`config.mk`:
```
export PLATFORM = sky130hd
export DESIGN_NAME = mc_control_fsm
export DESIGN_NICKNAME = d
export VERILOG_FILES = /design/src/rtl/mips_ctrl_pkg.sv /design/src/rtl/mc_ctrl_outputs.sv /design/src/rtl/mc_control_fsm.sv
export SDC_FILE = /design/constraint.sdc
export NUM_CORES = 1
export LEC_CHECK = 0
export CORE_MARGIN = 2
export CORE_UTILIZATION = 30
export DETAILED_ROUTE_END_ITERATION = 6
export GPL_TIMING_DRIVEN = 0
export PLACE_DENSITY = 0.7
export SLEW_MARGIN = 0
export SYNTH_ARGS = -nofsm -noshare
export SYNTH_HDL_FRONTEND = slang
export SYNTH_SLANG_ARGS = --single-unit
```
`constraint.sdc`:
```
create_clock -name clk -period 2.2 [get_ports clk]
set_clock_uncertainty 0.15 [all_clocks]
set_input_delay 0.44 -clock clk [delete_from_list [all_inputs] [get_ports clk]]
set_output_delay 0.44 -clock clk [all_outputs]
set_load 0.03 [all_outputs]
```
`src/rtl/mips_ctrl_pkg.sv`:
```
// Shared encodings for the multi-cycle MIPS control path: state codes,
// opcodes, and the ALU/PC select values consumed by the datapath muxes.
package mips_ctrl_pkg;

    typedef enum logic [3:0] {
        S_RST       = 4'd0,
        S_FETCH     = 4'd1,
        S_DECODE    = 4'd2,
        S_MEM_ADDR  = 4'd3,
        S_MEM_READ  = 4'd4,
        S_MEM_WB    = 4'd5,
        S_MEM_WRITE = 4'd6,
        S_EXEC      = 4'd7,
        S_ALU_WB    = 4'd8,
        S_ADDI_EXEC = 4'd9,
        S_ADDI_WB   = 4'd10,
        S_BRANCH    = 4'd11,
        S_JUMP      = 4'd12,
        S_TRAP      = 4'd15
    } state_t;

    localparam logic [5:0] OP_RTYPE = 6'b000000;
    localparam logic [5:0] OP_LW    = 6'b100011;
    localparam logic [5:0] OP_SW    = 6'b101011;
    localparam logic [5:0] OP_BEQ   = 6'b000100;
    localparam logic [5:0] OP_J     = 6'b000010;
    localparam logic [5:0] OP_ADDI  = 6'b001000;

    localparam logic [1:0] ALUSRCB_REG     = 2'b00;
    localparam logic [1:0] ALUSRCB_FOUR    = 2'b01;
    localparam logic [1:0] ALUSRCB_SEXT    = 2'b10;
    localparam logic [1:0] ALUSRCB_SEXT_SH = 2'b11;

    localparam logic [1:0] ALUOP_ADD   = 2'b00;
    localparam logic [1:0] ALUOP_SUB   = 2'b01;
    localparam logic [1:0] ALUOP_FUNCT = 2'b10;

    localparam logic [1:0] PCSRC_ALU    = 2'b00;
    localparam logic [1:0] PCSRC_ALUOUT = 2'b01;
    localparam logic [1:0] PCSRC_JUMP   = 2'b10;

endpackage

```
`src/rtl/mc_ctrl_outputs.sv`:
```
// Combinational decode of the control state into datapath selects and strobes.
// mem_ready only qualifies the one-cycle IR/PC load at the end of FETCH.
module mc_ctrl_outputs
    import mips_ctrl_pkg::*;
(
    input  state_t     state,
    input  logic       mem_ready,
    output logic       PCWrite,
    output logic       PCWriteCond,
    output logic       IorD,
    output logic       MemRead,
    output logic       MemWrite,
    output logic       IRWrite,
    output logic       MemtoReg,
    output logic       RegDst,
    output logic       RegWrite,
    output logic       ALUSrcA,
    output logic [1:0] ALUSrcB,
    output logic [1:0] ALUOp,
    output logic [1:0] PCSource,
    output logic       illegal
);

    always_comb begin
        PCWrite     = 1'b0;
        PCWriteCond = 1'b0;
        IorD        = 1'b0;
        MemRead     = 1'b0;
        MemWrite    = 1'b0;
        IRWrite     = 1'b0;
        MemtoReg    = 1'b0;
        RegDst      = 1'b0;
        RegWrite    = 1'b0;
        ALUSrcA     = 1'b0;
        ALUSrcB     = ALUSRCB_REG;
        ALUOp       = ALUOP_ADD;
        PCSource    = PCSRC_ALU;
        illegal     = 1'b0;
        case (state)
            S_FETCH: begin
                MemRead  = 1'b1;
                ALUSrcB  = ALUSRCB_FOUR;
                IRWrite  = mem_ready;
                PCWrite  = mem_ready;
            end
            S_DECODE: begin
                ALUSrcB = ALUSRCB_SEXT_SH;
            end
            S_MEM_ADDR, S_ADDI_EXEC: begin
                ALUSrcA = 1'b1;
                ALUSrcB = ALUSRCB_SEXT;
            end
            S_MEM_READ: begin
                IorD    = 1'b1;
                MemRead = 1'b1;
            end
            S_MEM_WB: begin
                MemtoReg = 1'b1;
                RegWrite = 1'b1;
            end
            S_MEM_WRITE: begin
                IorD     = 1'b1;
                MemWrite = 1'b1;
            end
            S_EXEC: begin
                ALUSrcA = 1'b1;
                ALUOp   = ALUOP_FUNCT;
            end
            S_ALU_WB: begin
                RegDst   = 1'b1;
                RegWrite = 1'b1;
            end
            S_ADDI_WB: begin
                RegWrite = 1'b1;
            end
            S_BRANCH: begin
                ALUSrcA     = 1'b1;
                ALUOp       = ALUOP_SUB;
                PCWriteCond = 1'b1;
                PCSource    = PCSRC_ALUOUT;
            end
            S_JUMP: begin
                PCWrite  = 1'b1;
                PCSource = PCSRC_JUMP;
            end
            S_TRAP: begin
                illegal = 1'b1;
            end
            default: ;
        endcase
    end

endmodule

```
`src/rtl/mc_control_fsm.sv`:
```
// Multi-cycle main control FSM: state register, next-state sequencing,
// and the output decoder instance.
module mc_control_fsm
    import mips_ctrl_pkg::*;
(
    input  logic       clk,
    input  logic       reset_n,
    input  logic [5:0] opcode,
    input  logic       zero,
    input  logic       mem_ready,
    output logic       PCWrite,
    output logic       PCWriteCond,
    output logic       IorD,
    output logic       MemRead,
    output logic       MemWrite,
    output logic       IRWrite,
    output logic       MemtoReg,
    output logic       RegDst,
    output logic       RegWrite,
    output logic       ALUSrcA,
    output logic [1:0] ALUSrcB,
    output logic [1:0] ALUOp,
    output logic [1:0] PCSource,
    output logic       illegal,
    output logic [3:0] state
);

    state_t state_q;
    state_t state_next;

    // The branch decision (PCWriteCond & zero) is formed in the datapath.
    logic zero_unused;
    assign zero_unused = zero;

    always_ff @(posedge clk or negedge reset_n) begin
        if (!reset_n) begin
            state_q <= S_RST;
        end else begin
            state_q <= state_next;
        end
    end

    always_comb begin
        state_next = state_q;
        case (state_q)
            S_RST:       state_next = S_FETCH;
            S_FETCH:     if (mem_ready) state_next = S_DECODE;
            S_DECODE: begin
                case (opcode)
                    OP_RTYPE:     state_next = S_EXEC;
                    OP_LW, OP_SW: state_next = S_MEM_ADDR;
                    OP_BEQ:       state_next = S_BRANCH;
                    OP_J:         state_next = S_JUMP;
                    OP_ADDI:      state_next = S_ADDI_EXEC;
                    default:      state_next = S_TRAP;
                endcase
            end
            S_MEM_ADDR:  state_next = (opcode == OP_LW) ? S_MEM_READ : S_MEM_WRITE;
            S_MEM_READ:  if (mem_ready) state_next = S_MEM_WB;
            S_MEM_WB:    state_next = S_FETCH;
            S_MEM_WRITE: if (mem_ready) state_next = S_FETCH;
            S_EXEC:      state_next = S_ALU_WB;
            S_ALU_WB:    state_next = S_FETCH;
            S_ADDI_EXEC: state_next = S_ADDI_WB;
            S_ADDI_WB:   state_next = S_FETCH;
            S_BRANCH:    state_next = S_FETCH;
            S_JUMP:      state_next = S_FETCH;
            S_TRAP:      state_next = S_TRAP;
            // Unused codes recover through RST rather than lock up.
            default:     state_next = S_RST;
        endcase
    end

    assign state = state_q;

    mc_ctrl_outputs u_outputs (
        .state       (state_q),
        .mem_ready   (mem_ready),
        .PCWrite     (PCWrite),
        .PCWriteCond (PCWriteCond),
        .IorD        (IorD),
        .MemRead     (MemRead),
        .MemWrite    (MemWrite),
        .IRWrite     (IRWrite),
        .MemtoReg    (MemtoReg),
        .RegDst      (RegDst),
        .RegWrite    (RegWrite),
        .ALUSrcA     (ALUSrcA),
        .ALUSrcB     (ALUSrcB),
        .ALUOp       (ALUOp),
        .PCSource    (PCSource),
        .illegal     (illegal)
    );

endmodule

```
==> results of run 1 <==
## layer usage
layer,track usage,vias to the layer above,routed length (um)
met5,0,-,0
met4,0.0857,0,12
met3,0.0118,2,78
met2,0.264,19,843
met1,0.204,334,732
li1,-,348,-
## power breakdown
group          total (mW)  internal [mW]  leakage (nW)  switching (mW)
Clock              0.0896         0.0609        0.0138          0.0287
Combinational       0.985          0.379         0.307           0.606
Sequential          0.173          0.110        0.0461          0.0624
## area by class of cell
type	count	area [um^2]	area share
Sequential cell	4	104	0.117
Timing Repair Buffer	29	239	0.270
Tap cell	25	31.3	0.0354
Buffer	7	58.8	0.0665
Inverter	2	7.51	0.00849
Clock buffer	3	22.5	0.0255
Multi-Input combinational cell	65	422	0.477
## critical path: stages, from the launching register on
cell and delay (ns):
sky130_fd_sc_hd__dfrtp_1 0.40, sky130_fd_sc_hd__clkbuf_8 0.18, sky130_fd_sc_hd__buf_4 0.17, sky130_fd_sc_hd__nor3_1 0.18
sky130_fd_sc_hd__clkdlybuf4s15_1 0.39
## timing repair
| item | in CTS | in global routing |
|---|---|---|
| setup endpoints to repair | 17 | 16 |
| hold endpoints to repair | 0 | 0 |
| pin swaps | 0 | 0 |
| gates resized for setup | 58 | 20 |
## layout by cell type (no fill, tap or decap), types with 2 or more instances in the layout
cell type | synthesis | layout
sky130_fd_sc_hd__clkdlybuf4s50_1 | 0 | 11
sky130_fd_sc_hd__clkbuf_2 | 0 | 5
sky130_fd_sc_hd__nor3_2 | 0 | 3
sky130_fd_sc_hd__o211ai_1 | 2 | 2
sky130_fd_sc_hd__clkbuf_4 | 0 | 6
sky130_fd_sc_hd__clkdlybuf4s15_2 | 0 | 4
sky130_fd_sc_hd__dfrtp_2 | 0 | 3
sky130_fd_sc_hd__nand2b_1 | 4 | 3
sky130_fd_sc_hd__inv_1 | 2 | 2
sky130_fd_sc_hd__or3_1 | 2 | 2
sky130_fd_sc_hd__o221a_1 | 2 | 2
sky130_fd_sc_hd__nand2_1 | 8 | 8
sky130_fd_sc_hd__nor3_1 | 6 | 3
sky130_fd_sc_hd__nor2_1 | 9 | 7
sky130_fd_sc_hd__buf_2 | 2 | 5
sky130_fd_sc_hd__nor2b_1 | 3 | 2
sky130_fd_sc_hd__buf_4 | 2 | 5
sky130_fd_sc_hd__nand4_1 | 2 | 2
sky130_fd_sc_hd__a21oi_1 | 2 | 2
sky130_fd_sc_hd__o21ai_0 | 5 | 5
sky130_fd_sc_hd__nand3_1 | 3 | 3
sky130_fd_sc_hd__xnor2_1 | 3 | 3
## worst min-delay path by stage
stage	from	cells after the start	slack, ns	end
floorplan	reset_n	0	-0.006	state[0]
global placement	reset_n	1	0.50	state[0]
detailed placement	reset_n	1	0.50	state[3]
CTS	reset_n	1	0.25	state[0]
global route	reset_n	1	0.27	state[2]
finish	reset_n	1	0.25	state[0]
## kinds of logic (layout without fill, tap and decap cells)
family,after synthesis,after routing,share of synthesized area
AO/OA/AOI/OAI,16,16,0.218
buffers and inverters,10,41,0.0882
flip-flops,4,4,0.186
XOR/XNOR,4,4,0.0650
AND/OR/NAND/NOR,45,45,0.443
## stage by stage
stage | setup TNS, ns | total power, mW | setup WS, ns | utilization | hold slack [ns]
final | 0 | 1.25 | 0.0576 | 0.518 | 0.251
after detailed placement | -5.11 | 1.19 | -0.477 | 0.519 | 0.503
after global routing | 0 | 1.33 | 0.00172 | 0.518 | 0.268
after CTS | 0 | 1.26 | 0.00384 | 0.535 | 0.250
after global placement | -4.75 | 1.18 | -0.424 | 0.519 | 0.498
after floorplan | -0.235 | 0.830 | -0.145 | - | -0.00559
==> flow_summary.toml, run 1 <==
[cts]
cts_tree = "built"
post_cts.repair.setup_buffers = 0
clk-insertion-delay-late_ns = 0.24
cts_hold_buf = 0
ctsHtreeMaxLevel = 1
clockBufferDepth = 2
clock_root_buffer = "sky130_fd_sc_hd__clkbuf_4"
clk_pin_slew_ns = 0.04
numClockSinks = 4
cts_made_buffers = 3

[placed_design]
placed_cell_area_um2 = 886
dpl.hpwl_mm = 1.27
port_buffers = 29
placedCellCount = 133
globalplace.congestion = 0.880

[worst_setup_path]
critPathMaxFanout = 10
critical_path.endpoint = "RegDst"
regToRegSetupSlack_ns = 0.48
startpoint_type = "flop"
cp.arrival_ns = 1.55
regToRegStartpoint = "state[1]"
crit_path_end_kind = "output port"
destination_of_the_worst_register_to_register_timing_path = "state[1]"
class_of_the_most_critical_setup_path = "flop to output port"
critPathLaunch = "state[1]"
r2r.worst_path.cells = 4
worst_ep_required_time_ns = 1.61

[detailed_routing]
wl_mm = 1.67
drt-pass1-iter-count = 4
detail_route.wl_per_cell_um = 12.3
detailroute.via_count = 703
post_drt_via_cell_ratio = 5.21
drc = 0
drt.antenna.violating_nets = 0
drt_first_iter_violations = 8

[run]
max-cap-violations = 0

[synthesis]
syn-cell-area_um2 = 539
syn-instance-count = 79
synth_edf_count = 0
async_flop_share = 1.00
synthTopCellsByArea = "sky130_fd_sc_hd__dfrtp_1 (19%), sky130_fd_sc_hd__nor2_1 (6.3%), sky130_fd_sc_hd__nor3_1 (5.6%)"
synth_warnings = 0
post_synth_num_cell_types = 32
synthDominantAreaCellType = "sky130_fd_sc_hd__dfrtp_1"
ys.flop_type = "sky130_fd_sc_hd__dfrtp_1"
ys_ff_latch = 4
synthesis.area_per_instance_um2 = 6.83
synth.cells.most_frequent = "sky130_fd_sc_hd__nor2_1 (9), sky130_fd_sc_hd__nand2_1 (8), sky130_fd_sc_hd__nor3_1 (6)"
synth.top_cell.area_share = 0.186
synthMostInstantiatedCell = "sky130_fd_sc_hd__nor2_1"
postSynthNetCount = 89
yosysSeqAreaShare = 0.186

[timing]
relative_slew_slack = 0.795
finalHoldViolCount = 0
report.final.setup_viol = 0
period_share = 0.974
final_period_minus_worst_setup_slack_ns = 2.14
max_freq_mhz = 467
worst-slew-pin-transition_ns = 0.306
slew_viol_final = 0
rsz0062_at_grt = "no"

[cells_and_area]
drive_above_1_share = 0.355
n_antenna_cell = 0
fillCellCount = 177
nets_finish = 122
layout.cell_area.non_filler_um2 = 885
area_delta_synth_final_pct = 64.0
flip_flop_count_of_the_largest_register_all_copies_and_words_added = 4
layout.cells.non_filler = 135

[global_routing]
globalRouteOverflowTotal = 0
first_global_vias = 598
grt_antenna_before_repair = 0
grt_max_degree = 11
combined_global_route_utilization_of_all_metal_layers = 0.160
first_pass_grt_wire_length_mm = 2.50

[floorplanning]
ios = 31
initial_core_util = 0.316
rows = 15
floorplan_die_height_um = 46.4
core_area_um2 = 1710
fp.dieW_um = 46.4
total_die_area_um2 = 2150

[pwr]
power_per_cell_area_nw_per_um2 = 1410
p_leak_nw = 0.366
ir_drop_v = 0.000617

[hold_path]
worst_hold_path_type = "primary input to async pin"

[status]
run_status = "finished, final reports clean"
(Power assumes the default switching activity.)
==> inputs of run 2 (changes only) <==
--- a/config.mk
+++ b/config.mk
@@ -10,5 +10,6 @@
 export DETAILED_ROUTE_END_ITERATION = 6
 export GPL_TIMING_DRIVEN = 0
-export PLACE_DENSITY = 0.7
+export MAX_ROUTING_LAYER = met4
+export PLACE_DENSITY = 0.66
 export SLEW_MARGIN = 0
 export SYNTH_ARGS = -nofsm -noshare
--- a/constraint.sdc
+++ b/constraint.sdc
@@ -3,3 +3,3 @@
 set_input_delay 0.44 -clock clk [delete_from_list [all_inputs] [get_ports clk]]
 set_output_delay 0.44 -clock clk [all_outputs]
-set_load 0.03 [all_outputs]
+set_load 0.005 [all_outputs]
==> run 2 against run 1 <==
  * Hold slack gained 0.0064 ns
  * Wire length is 21% higher
  * First-iteration DRC count grew to 4.6 times the previous value
  * Die area unchanged
  * Maximum frequency is 1.0% lower
  * Final cell count is 8.9% higher
  * Clock power decreased by 1%
  * Critical path depth is 1 higher
  * Combinational power shrank 0.7%
  * Non-clock buffer count grew 12
  * Global-route usage increased by 3.9 points
  * Highest routed layer unchanged
==> flow_summary.toml, run 2 (synthesis results as in run 1) <==
[detailed_routing]
detailroute.via_count = 784
post_drt_via_cell_ratio = 5.33
drc = 0
detail_route.wl_per_cell_um = 13.7
drt-pass1-iter-count = 5
wl_mm = 2.02
drt_first_iter_violations = 37
drt.antenna.violating_nets = 0

[global_routing]
first_global_vias = 684
globalRouteOverflowTotal = 0
first_pass_grt_wire_length_mm = 3.05
grt_max_degree = 11
combined_global_route_utilization_of_all_metal_layers = 0.200
grt_antenna_before_repair = 0

[pwr]
switching_power_mw = 0.530
p_comb_frac = 0.796
swShare = 0.432
power_report.internal_total_mw = 0.699
p_leak_nw = 0.547
power_per_cell_area_nw_per_um2 = 1160
ir_drop_v = 0.000691
clock_power_frac = 0.072
fraction_of_power_consumed_by_sequential_logic = 0.132

[timing]
final.hold.worst_slack_ns = 0.257
setup_tns_ns = 0
relative_slew_slack = 0.800
max_freq_mhz = 462
slew_viol_final = 0
report.final.setup_viol = 0
period_share = 0.984
final_period_minus_worst_setup_slack_ns = 2.16
rsz0062_at_grt = "no"
worst-slew-pin-transition_ns = 0.296
finalHoldViolCount = 0

[cells_and_area]
n_antenna_cell = 0
area_delta_synth_final_pct = 96.3
flip_flop_count_of_the_largest_register_all_copies_and_words_added = 4
most-common-layout-cells = "sky130_fd_sc_hd__buf_4 (16), sky130_fd_sc_hd__dlygate4sd2_1 (13), sky130_fd_sc_hd__clkdlybuf4s50_1 (10)"
nets_finish = 134
drive_above_1_share = 0.303
fillCellCount = 143
layout.cells.most_common = "sky130_fd_sc_hd__buf_4"
layout.core_utilization = 0.620

[floorplanning]
fp.dieW_um = 46.4
floorplan_die_height_um = 46.4
core_area_um2 = 1710
rows = 15
initial_core_util = 0.316
ios = 31
total_die_area_um2 = 2150

[cts]
clk_pin_slew_ns = 0.04
clk-insertion-delay-late_ns = 0.23
ctsHtreeMaxLevel = 1
cts_tree = "built"
cts_made_buffers = 3
numClockSinks = 4
clockBufferDepth = 2
clock_root_buffer = "sky130_fd_sc_hd__clkbuf_4"
cts_hold_buf = 0

[run]
max-cap-violations = 0

[placed_design]
globalplace.congestion = 0.880
port_buffers = 29
dpl.hpwl_mm = 1.29

[worst_setup_path]
cp_cell_sequence = "clkdlybuf4s50_1, or4b_1, o211ai_1, nand3_1, o221a_1"
worst_ep_required_time_ns = 2.15
class_of_the_most_critical_setup_path = "primary input to flop"
critPathMaxFanout = 4
cp_slowest_cell = "sky130_fd_sc_hd__or4b_1"
cp.arrival_ns = 2.12
crit_path_end_kind = "flop"
startpoint_type = "primary input"
timing.critical_path.slowest_cell_delay_ns = 0.54

[hold_path]
worst_hold_path_type = "primary input to async pin"

[status]
run_status = "finished, final reports clean"
run 2: cell types whose count changed in the layout (fill, tap and decap cells not counted), sizes merged:
cell           previous run  this run
buf                      10        18
clkbuf                   12         5
clkdlybuf4s15             5         0
clkdlybuf4s50            11        10
dlygate4sd2               1        13
dlymetal6s2s              0         5
run 2: power groups by stage:
stage	logic (mW)	registers [mW]	clock network, mW
final	0.978	0.162	0.0887
after global routing	1.05	0.162	0.100
after CTS	0.952	0.154	0.0953
after detailed placement	0.770	0.144	0
after global placement	0.763	0.145	0
after floorplan	0.417	0.136	0
run 2: worst paths after layout:
kind | from | to | slack (ns) | cells after the start
hold reg to reg | state[2] | state[2] | 0.60 | 3
min in group clk | opcode[3] | state[3] | 0.57 | 3
max in group asynchronous | reset_n | state[3] | 1.46 | 1
setup reg to reg | state[1] | state[1] | 0.40 | 4
hold / removal | reset_n | state[0] | 0.26 | 1
setup / recovery | opcode[4] | state[1] | 0.04 | 5
run 2: worst max-delay path: cells and delay by family:
family / cells / cell delay [ns]
AO/OA/AOI/OAI: 2 / 0.54
AND/OR/NAND/NOR: 2 / 0.66
buffers and inverters: 1 / 0.47
run 2: metal layers:
layer,up-vias,global-route usage,wire (um)
met5,-,-,0
met4,0,0.0743,12
met3,2,0.0118,136
met2,39,0.311,1020
met1,368,0.269,844
li1,375,-,-
run 2: stage by stage:
stage / std cells / setup slack, ns / cell area [um^2] / power (mW)
floorplan: 79 / 0.352 / 539 / 0.553
detailed placement: 133 / -0.256 / 861 / 0.913
global route: 147 / 0.00698 / 1060 / 1.31
finish: 147 / 0.0360 / 1060 / 1.23
global placement: 133 / -0.271 / 861 / 0.909
CTS: 147 / 0.00547 / 1040 / 1.20
run 2: what timing repair did:
action                     4_1_cts  5_1_grt
gates resized for setup         41        6
setup endpoints to repair       17        5
pin swaps                        2        1
cloned                           0        0
setup buffers                   12        0
run 2: final cells by class:
cell class / instances / area, um^2 / area share
repair buffers: 41 / 374 / 0.353
multi-input cells: 65 / 443 / 0.418
inverters: 2 / 7.51 / 0.00709
plain buffers: 7 / 76.3 / 0.0721
clock buffers: 3 / 22.5 / 0.0213
flip-flops and latches: 4 / 104 / 0.0981
well taps: 25 / 31.3 / 0.0296
==> inputs of run 3 (changes only) <==
- CTS_CLUSTER_SIZE: not set -> 40
- PLACE_DENSITY: 0.66 -> 0.7
==> run 3 against run 2 <==
  * Combinational power decreased by 4.3%
  * Die area is the same
  * Critical path depth is 1 lower
  * Sequential power shrank 2%
  * Setup slack gained 0.0011 ns
  * Wire length is 6.0% lower
  * Critical path type is now flop to output port
==> flow_summary.toml, run 3 (synthesis results as in run 1) <==
[timing]
setup_tns_ns = 0
report.final.setup_viol = 0
relative_slew_slack = 0.836
slew_viol_final = 0
finalHoldViolCount = 0
period_share = 0.983
max_freq_mhz = 462
final_period_minus_worst_setup_slack_ns = 2.16
worst-slew-pin-transition_ns = 0.243
rsz0062_at_grt = "yes"

[cts]
ctsHtreeMaxLevel = 1
cts_hold_buf = 0
cts_tree = "built"
clk_pin_slew_ns = 0.04
clockBufferDepth = 2
numClockSinks = 4
cts_made_buffers = 3
clk-insertion-delay-late_ns = 0.23
clock_root_buffer = "sky130_fd_sc_hd__clkbuf_4"

[floorplanning]
total_die_area_um2 = 2150
fp.dieW_um = 46.4
ios = 31
rows = 15
core_area_um2 = 1710
initial_core_util = 0.316
floorplan_die_height_um = 46.4

[global_routing]
first_global_vias = 616
grt_max_degree = 11
grt_antenna_before_repair = 0
combined_global_route_utilization_of_all_metal_layers = 0.174
first_pass_grt_wire_length_mm = 2.66
globalRouteOverflowTotal = 0

[pwr]
power_per_cell_area_nw_per_um2 = 1120
p_leak_nw = 0.560
power.total_mw = 1.18
ir_drop_v = 0.000489

[hold_path]
worst_hold_path_type = "primary input to async pin"

[detailed_routing]
detailroute.via_count = 747
detail_route.wl_per_cell_um = 12.9
drt_first_iter_violations = 24
wl_mm = 1.90
post_drt_via_cell_ratio = 5.08
drc = 0
drt-pass1-iter-count = 4
drt.antenna.violating_nets = 0

[worst_setup_path]
cp_slowest_cell = "sky130_fd_sc_hd__clkdlybuf4s50_1"
r2r.worst_path.cells = 5
cp_cell_sequence = "buf_8, nor2b_4, and3_1, clkdlybuf4s50_1"
worst_path_dominant_cell_family = "buffers and inverters"
crit_path_end_kind = "output port"
worst-path-stages = 4
cp.arrival_ns = 1.57
worstPathBufferInverterCount = 2
class_of_the_most_critical_setup_path = "flop to output port"
critical_path.endpoint = "IRWrite"
worst_ep_required_time_ns = 1.61
timing.critical_path.slowest_cell_delay_ns = 0.51
regToRegStartpoint = "state[1]"
critPathLaunch = "state[1]"
regToRegSetupSlack_ns = 0.35
destination_of_the_worst_register_to_register_timing_path = "state[1]"
startpoint_type = "flop"
critPathMaxFanout = 5

[placed_design]
port_buffers = 29
globalplace.congestion = 0.917
dpl.hpwl_mm = 1.23

[run]
max-cap-violations = 0

[cells_and_area]
layout.cells.most_common = "sky130_fd_sc_hd__buf_4"
area_delta_synth_final_pct = 95.6
drive_above_1_share = 0.295
n_antenna_cell = 0
nets_finish = 134
most-common-layout-cells = "sky130_fd_sc_hd__buf_4 (16), sky130_fd_sc_hd__clkdlybuf4s50_1 (11), sky130_fd_sc_hd__dlygate4sd2_1 (10)"
flip_flop_count_of_the_largest_register_all_copies_and_words_added = 4

[status]
run_status = "finished, final reports clean"
==> run 3: cell types whose count changed in the layout (fill, tap and decap cells not counted), sizes merged <==
cell	delta
clkdlybuf4s50	+1
dlygate4sd2	-3
dlymetal6s2s	+2
==> run 3: how the worst min path moves through the flow <==
stage	to	slack (ns)	depth (start not counted)
final	state[1]	0.26	1
after global routing	state[2]	0.27	1
after CTS	state[1]	0.26	1
after detailed placement	state[3]	0.51	1
after global placement	state[3]	0.50	1
after floorplan	state[0]	-0.006	0
==> run 3: timing repair <==
item | CTS | global route
endpoints found under the setup margin | 17 | 9
pin swaps | 2 | 2
cloned | 0 | 0
setup buffers | 10 | 2
gates resized for setup | 34 | 10
==> run 3: power breakdown <==
| part | internal, mW | leakage (nW) | switching, mW |
|---|---|---|---|
| combinational | 0.523 | 0.500 | 0.414 |
| clock | 0.0608 | 0.0138 | 0.0269 |
| sequential | 0.110 | 0.0461 | 0.0479 |
==> run 3: through the flow <==
| step | setup slack, ns | area [um^2] | hold slack [ns] | utilization | cells |
|---|---|---|---|---|---|
| CTS | -0.0204 | 1010 | 0.263 | 0.591 | 145 |
| floorplan | 0.352 | 539 | -0.00559 | - | 79 |
| global route | -0.0427 | 1050 | 0.267 | 0.618 | 147 |
| finish | 0.0371 | 1050 | 0.265 | 0.618 | 147 |
| detailed placement | -0.275 | 861 | 0.507 | 0.504 | 133 |
| global placement | -0.259 | 861 | 0.498 | 0.504 | 133 |
==> run 3: worst register-to-register path, stage by stage (launching register included) <==
cell	delay, ns
sky130_fd_sc_hd__dfrtp_1	0.38
sky130_fd_sc_hd__buf_4	0.13
sky130_fd_sc_hd__or4b_1	0.45
sky130_fd_sc_hd__o211ai_1	0.24
sky130_fd_sc_hd__nand3_1	0.11
sky130_fd_sc_hd__o221a_1	0.27
==> run 3: layout make-up <==
| type | instances | area, um^2 |
|---|---|---|
| multi-input combinational | 65 | 430 |
| sequential | 4 | 104 |
| fill | 145 | 653 |
| buffer | 7 | 76.3 |
| inverter | 2 | 7.51 |
| clock buffer | 3 | 22.5 |
| tap | 25 | 31.3 |
| timing repair buffer | 41 | 383 |
==> run 3: metal layers <==
metal,up-vias,share of wire,track usage,routed length (um)
li1,374,-,-,-
met1,349,0.43,0.222,808
met3,0,0.043,0.0118,81
met5,-,0,-,0
met2,24,0.53,0.300,1000
met4,0,0,0.0343,0
